===== src/rtl/rr_holding_arbiter_if.sv =====
// Requester and consumer side of the round-robin holding arbiter.
// Valid/ready: a word moves on a rising edge only when its valid and ready are both 1 at that edge.
interface rr_holding_arbiter_if #(
  parameter int NREQ  = 4,
  parameter int WIDTH = 32,
  parameter int IDW   = $clog2(NREQ)
);
  logic [NREQ-1:0]       ReqValid;
  logic [NREQ*WIDTH-1:0] ReqData;
  logic [NREQ-1:0]       ReqReady;
  logic                  OutValid;
  logic [WIDTH-1:0]      OutData;
  logic [IDW-1:0]        OutGrantId;
  logic                  OutReady;

  // master: requesters plus consumer; slave: the arbiter itself
  modport master (
    output ReqValid, ReqData, OutReady,
    input  ReqReady, OutValid, OutData, OutGrantId
  );

  modport slave (
    input  ReqValid, ReqData, OutReady,
    output ReqReady, OutValid, OutData, OutGrantId
  );
endinterface


===== src/rtl/rr_holding_arbiter.sv =====
// Round-robin arbiter feeding one holding register; sustains one transfer per cycle.
module rr_holding_arbiter #(
  parameter int NREQ  = 4,
  parameter int WIDTH = 32,
  parameter int IDW   = $clog2(NREQ)
) (
  input  logic                  clk,
  input  logic                  reset_n,
  rr_holding_arbiter_if.slave   bus,
  output logic                  dbg_state_o,
  output logic [IDW-1:0]        dbg_ptr_o
);

  typedef enum logic {EMPTY = 1'b0, FULL = 1'b1} state_e;

  state_e           state_q;
  logic [WIDTH-1:0] data_q, data_d;
  logic [IDW-1:0]   gid_q;
  logic [IDW-1:0]   ptr_q, ptr_d;

  logic [IDW-1:0]   win;
  logic             any;
  logic             accept;
  logic [IDW:0]     cand;
  logic [NREQ-1:0]  grant_vec;

  // Scan from the highest offset down so the lowest offset from ptr_q wins.
  always_comb begin
    win  = '0;
    any  = 1'b0;
    cand = '0;
    for (int k = NREQ - 1; k >= 0; k--) begin
      cand = {1'b0, ptr_q} + (IDW+1)'(k);
      if (cand >= (IDW+1)'(NREQ)) cand = cand - (IDW+1)'(NREQ);
      if (bus.ReqValid[cand[IDW-1:0]]) begin
        win = cand[IDW-1:0];
        any = 1'b1;
      end
    end
  end

  assign accept = (state_q == EMPTY) | bus.OutReady;

  // Gated by reset_n so no requester sees a grant while the arbiter is held in reset.
  always_comb begin
    grant_vec      = '0;
    grant_vec[win] = accept & any & reset_n;
  end

  assign data_d = bus.ReqData[win*WIDTH +: WIDTH];
  assign ptr_d  = (win == IDW'(NREQ - 1)) ? '0 : win + IDW'(1);

  always_ff @(posedge clk or negedge reset_n) begin
    if (!reset_n) begin
      state_q <= EMPTY;
      data_q  <= '0;
      gid_q   <= '0;
      ptr_q   <= '0;
    end else begin
      case (state_q)
        EMPTY: begin
          if (any) begin
            state_q <= FULL;
            data_q  <= data_d;
            gid_q   <= win;
            ptr_q   <= ptr_d;
          end
        end
        FULL: begin
          if (bus.OutReady) begin
            if (any) begin
              data_q <= data_d;
              gid_q  <= win;
              ptr_q  <= ptr_d;
            end else begin
              // Stale data and id are left in place; they are meaningless while empty.
              state_q <= EMPTY;
            end
          end
        end
        default: state_q <= EMPTY;
      endcase
    end
  end

  assign bus.ReqReady   = grant_vec;
  assign bus.OutValid   = (state_q == FULL);
  assign bus.OutData    = data_q;
  assign bus.OutGrantId = gid_q;
  assign dbg_state_o    = state_q;
  assign dbg_ptr_o      = ptr_q;

endmodule


===== src/flat_wrapper.sv =====
// flat-port wrapper written by rule: the top's interface ports become plain ports
module rr_holding_arbiter_flat 
#(
  parameter int NREQ  = 4,
  parameter int WIDTH = 32,
  parameter int IDW   = $clog2(NREQ)
)
  (clk, reset_n, dbg_state_o, dbg_ptr_o, bus_ReqValid, bus_ReqData, bus_OutReady, bus_ReqReady, bus_OutValid, bus_OutData, bus_OutGrantId);
  rr_holding_arbiter_if #(.NREQ(NREQ), .WIDTH(WIDTH), .IDW(IDW)) bus_i ();
  input  logic clk;
  input  logic reset_n;
  output logic dbg_state_o;
  output logic [IDW-1:0] dbg_ptr_o;
  input wire logic [$bits(bus_i.ReqValid)-1:0] bus_ReqValid;
  input wire logic [$bits(bus_i.ReqData)-1:0] bus_ReqData;
  input wire logic [$bits(bus_i.OutReady)-1:0] bus_OutReady;
  output wire logic [$bits(bus_i.ReqReady)-1:0] bus_ReqReady;
  output wire logic [$bits(bus_i.OutValid)-1:0] bus_OutValid;
  output wire logic [$bits(bus_i.OutData)-1:0] bus_OutData;
  output wire logic [$bits(bus_i.OutGrantId)-1:0] bus_OutGrantId;
  assign bus_i.ReqValid = bus_ReqValid;
  assign bus_i.ReqData = bus_ReqData;
  assign bus_i.OutReady = bus_OutReady;
  assign bus_ReqReady = bus_i.ReqReady;
  assign bus_OutValid = bus_i.OutValid;
  assign bus_OutData = bus_i.OutData;
  assign bus_OutGrantId = bus_i.OutGrantId;
  rr_holding_arbiter #(.NREQ(NREQ), .WIDTH(WIDTH), .IDW(IDW)) u_core (.clk(clk), .reset_n(reset_n), .bus(bus_i), .dbg_state_o(dbg_state_o), .dbg_ptr_o(dbg_ptr_o));
endmodule

===== config.mk =====
export PLATFORM = sky130hd
export DESIGN_NAME = rr_holding_arbiter_flat
export DESIGN_NICKNAME = d
export VERILOG_FILES = /design/src/rtl/rr_holding_arbiter_if.sv /design/src/rtl/rr_holding_arbiter.sv /design/src/flat_wrapper.sv
export SDC_FILE = /design/constraint.sdc
export NUM_CORES = 1
export LEC_CHECK = 0
export BUFFER_PORTS_ARGS = -buffer_cell sky130_fd_sc_hd__clkbuf_2
export CAP_MARGIN = 15
export CORE_MARGIN = 3
export CORE_UTILIZATION = 30
export DETAILED_ROUTE_END_ITERATION = 10
export PLACE_DENSITY = 0.73
export RECOVER_POWER = 50
export SYNTH_ARGS = -nofsm -noshare
export SYNTH_HDL_FRONTEND = slang
export SYNTH_SLANG_ARGS = --single-unit

===== constraint.sdc =====
create_clock -name clk -period 1.87 [get_ports clk]
set_clock_uncertainty 0.15 [all_clocks]
set_input_delay 0.187 -clock clk [delete_from_list [all_inputs] [get_ports clk]]
set_output_delay 0.187 -clock clk [all_outputs]
set_load 0.02 [all_outputs]

==> flow_summary.json <==
{
  "synth-edff-count": 0,
  "initialDrtViolationCount": 114,
  "clock_insertion_delay_worst_skew_ns": 0.29,
  "reg2reg_slack_ns": -0.16,
  "synthToLayoutAreaGrowth_pct": 68.6,
  "synth_area_leader_cell": "dfrtp_1",
  "placed_cell_area_um2": 4160,
  "critical_path_arrival_ns": 1.75,
  "synth_fa_ha_area_share_pct": 0.428,
  "ys_seq_area_share_pct": 31.7,
  "slew_violations": 0,
  "finish.utilization_pct": 52.6,
  "seqPwrFrac_pct": 22.7,
  "hold_class": "in2reg",
  "p_leak_nw": 2.21,
  "synth_most_common_cell": "dfrtp_1",
  "crit_path_end_kind": "output pin",
  "worst_pin_slew_ns": 0.515,
  "nets": 601,
  "synth_nets": 397,
  "hp-start": "bus_ReqData[106]",
  "p_clk_share_pct": 9.6,
  "grt_setup_unrepaired": "true",
  "syn_area_um2": 2930,
  "ys_async_sr_fraction_pct": 100,
  "antennaDiodeCount": 0,
  "clkSinkCount": 37,
  "numCtsBuffers": 5,
  "syn_avg_cell_area_um2": 11.2,
  "num_rows": 35,
  "slew_headroom_pct": 65.7,
  "wl_per_cell_um": 18.5,
  "r2r-end": "u_core.bus.OutData[6]$_DFFE_PN0P_",
  "grt_pass1_vias": 3358,
  "vias_per_cell": 5.11,
  "syn_inst": 261,
  "timing.rr.start": "u_core.dbg_ptr_o[1]$_DFFE_PN0P_",
  "worstHoldEndpoint": "u_core.bus.OutData[10]$_DFFE_PN0P_",
  "dp_hpwl_um": 7750,
  "cts_max_level": 2,
  "path_clk_slew_ns": 0.08,
  "pwr_density_cell_nw_per_um2": 1200,
  "p_int_mw": 3.21,
  "synthMuxAreaShare_pct": 11.3,
  "vdd_drop_max_mv": 0.614,
  "placedCellCount": 569,
  "cp_max_fo": 5,
  "synth_top_family_by_area": "compound AO/OA/AOI/OAI gates",
  "detail-route-antenna-nets": 0,
  "ff2ff_path_depth": 7,
  "antenna_found_initial": 0,
  "initial_core_util_pct": 31.2,
  "grt_start_max_net_pins": 38,
  "finalWirelength_um": 11000,
  "finalCriticalPeriod_ns": 2.08,
  "cts_root_buf": "clkbuf_8",
  "slowest_delay_ns": 0.45,
  "die_area_um2": 11000,
  "ios": 177,
  "synthSimpleGateAreaFrac_pct": 15.5,
  "critPathTopFamily": "flip-flops",
  "chipHeight_um": 105,
  "combPwrFrac_pct": 67.7,
  "ys_ff_latch": 37,
  "grt_usage_pct": 19.5,
  "path_buf_inv": 3,
  "start_kind": "flip-flop",
  "cp_cell_sequence": "mux2i_2 > a2bb2oi_4 > nand2_4 > buf_12 > inv_8 > ha_4 > and3_4 > buf_8",
  "remaining_drc_errors": 0,
  "fin_crit_sh_pct": 111,
  "layout_setup_ws_ns": -0.215,
  "finalNonFillerCells": 595,
  "netlist_top_cells_area": "dfrtp_1, a2111oi_2, mux2i_1",
  "place_congestion": 0.805,
  "drv_cap": 0,
  "violations": "setup timing",
  "clockBufferDepth": 2,
  "p_total_mw": 5.92,
  "yosysTopAreaCellShare_pct": 31.7,
  "fin_hold_ws_ns": 0.0565,
  "netSwitchingPower_mw": 2.71,
  "synth_ff_type": "dfrtp_1",
  "die_w_um": 105,
  "vias": 3042,
  "crit_type": "reg2out",
  "setup_viol_count_final": 37,
  "holdPathStages": 3,
  "status": "complete, but fails checks",
  "fin_area_um2": 4930,
  "yosys-top-cells-count": "dfrtp_1, nor2_1, and3_1, mux2i_1, a2111oi_2",
  "cts_tree": "yes",
  "fmax_mhz": 480,
  "crit_path_top_delay_cell": "dfrtp_2",
  "core_area_um2": 9370,
  "critical_path_required_ns": 1.53,
  "synthXorXnorAreaFrac_pct": 0,
  "port_buffers": 176,
  "grt_overflow": 0,
  "yosysUniqueCellTypes": 32,
  "firstDrtPassIters": 4,
  "synth_compound_area_share_pct": 33.7,
  "yosys_warnings": 0,
  "layout-drive-gt1-share_pct": 68.9,
  "hold_viol_final": 0,
  "p_sw_share_pct": 45.8,
  "grt_first_pass_wirelength_um": 17200
}
-- worst min-delay path: stages --
cell and delay, ns:
clkbuf_2 0.08, mux2i_1 0.11, a211oi_1 0.08
-- repair_timing --
item	4_1_cts	5_1_grt
cloned	3	0
hold endpoints to repair	37	0
setup buffers	12	3
hold buffers	1	0
setup endpoints to repair	35	37
gates resized for setup	49	18
pin swaps	13	4
-- metal layers --
| metal | track usage (%) | share of wire, % | vias up | wire length [um] |
|---|---|---|---|---|
| met1 | 22.7 | 40 | 1493 | 4410 |
| met3 | 3.77 | 5.5 | 16 | 605 |
| li1 | - | - | 1427 | - |
| met5 | 0 | 0 | - | 0 |
| met2 | 36.1 | 53 | 106 | 5870 |
| met4 | 5.25 | 1.3 | 0 | 142 |
-- power groups by stage --
stage	clock network [mW]	logic (mW)	registers [mW]
5_1_grt	0.624	4.25	1.39
3_3_place_gp	0	3.18	1.35
3_5_place_dp	0	3.24	1.37
2_1_floorplan	0	1.74	1.76
6_report	0.567	4.01	1.35
4_1_cts	0.588	3.90	1.35
-- worst max path at each step --
stage,from,end,slack [ns],depth (start not counted)
global route,u_core.dbg_ptr_o[1]$_DFFE_PN0P_,bus_ReqReady[3],-0.28,8
floorplan,u_core.dbg_ptr_o[1]$_DFFE_PN0P_,bus_ReqReady[3],-0.07,8
CTS,u_core.dbg_ptr_o[1]$_DFFE_PN0P_,bus_ReqReady[3],-0.24,8
finish,u_core.dbg_ptr_o[1]$_DFFE_PN0P_,bus_ReqReady[3],-0.21,8
detailed placement,u_core.dbg_ptr_o[0]$_DFFE_PN0P_,u_core.bus.OutData[26]$_DFFE_PN0P_,-0.08,8
global placement,u_core.dbg_ptr_o[1]$_DFFE_PN0P_,u_core.bus.OutData[28]$_DFFE_PN0P_,-0.006,6
-- logic make-up (layout without fill, tap and decap cells) --
family,Yosys count,after routing
flops,37,37
compound gates,73,73
buf+inv,31,236
mux,33,33
fa+ha+maj,1,1
simple gates,86,86
-- layout by cell type, fill, tap and decap left out, types with 2 or more instances in the layout --
cell type	instances
a2111oi_2	3
a2111oi_4	29
a211oi_1	5
a211oi_2	27
a21o_1	2
a21oi_4	2
and3_1	26
and3_4	7
buf_12	11
buf_4	29
buf_6	5
buf_8	2
bufbuf_16	2
clkbuf_2	172
clkbuf_8	6
clkinv_2	2
dfrtp_1	35
dfrtp_2	2
mux2i_1	28
mux2i_2	5
nand2_1	7
nor2_1	33
nor2_4	2
nor3_2	2
o21ai_0	2
-- metrics by stage --
step           TNS [ns]  setup WS [ns]
6_report          -3.83         -0.215
5_1_grt           -6.74         -0.278
4_1_cts           -4.45         -0.243
3_5_place_dp     -0.819        -0.0751
3_3_place_gp    -0.0165       -0.00607
2_1_floorplan    -0.238        -0.0745
-- state kept, by name (all words and copies together), names as in the netlist --
signal / cells
u_core.bus.OutData: 32
u_core.dbg_ptr_o: 2
u_core.bus.OutGrantId: 2
u_core.bus.OutValid: 1
-- layout make-up --
| cell class | instances | area (um2) |
|---|---|---|
| well taps | 129 | 161 |
| repair buffers | 224 | 1500 |
| flip-flops and latches | 37 | 928 |
| multi-input cells | 193 | 2220 |
| fillers | 860 | 4440 |
| clock inverters | 2 | 10.0 |
| inverters | 4 | 35.0 |
| clock buffers | 6 | 72.6 |
Note: power is estimated with default switching activity, not from simulation.
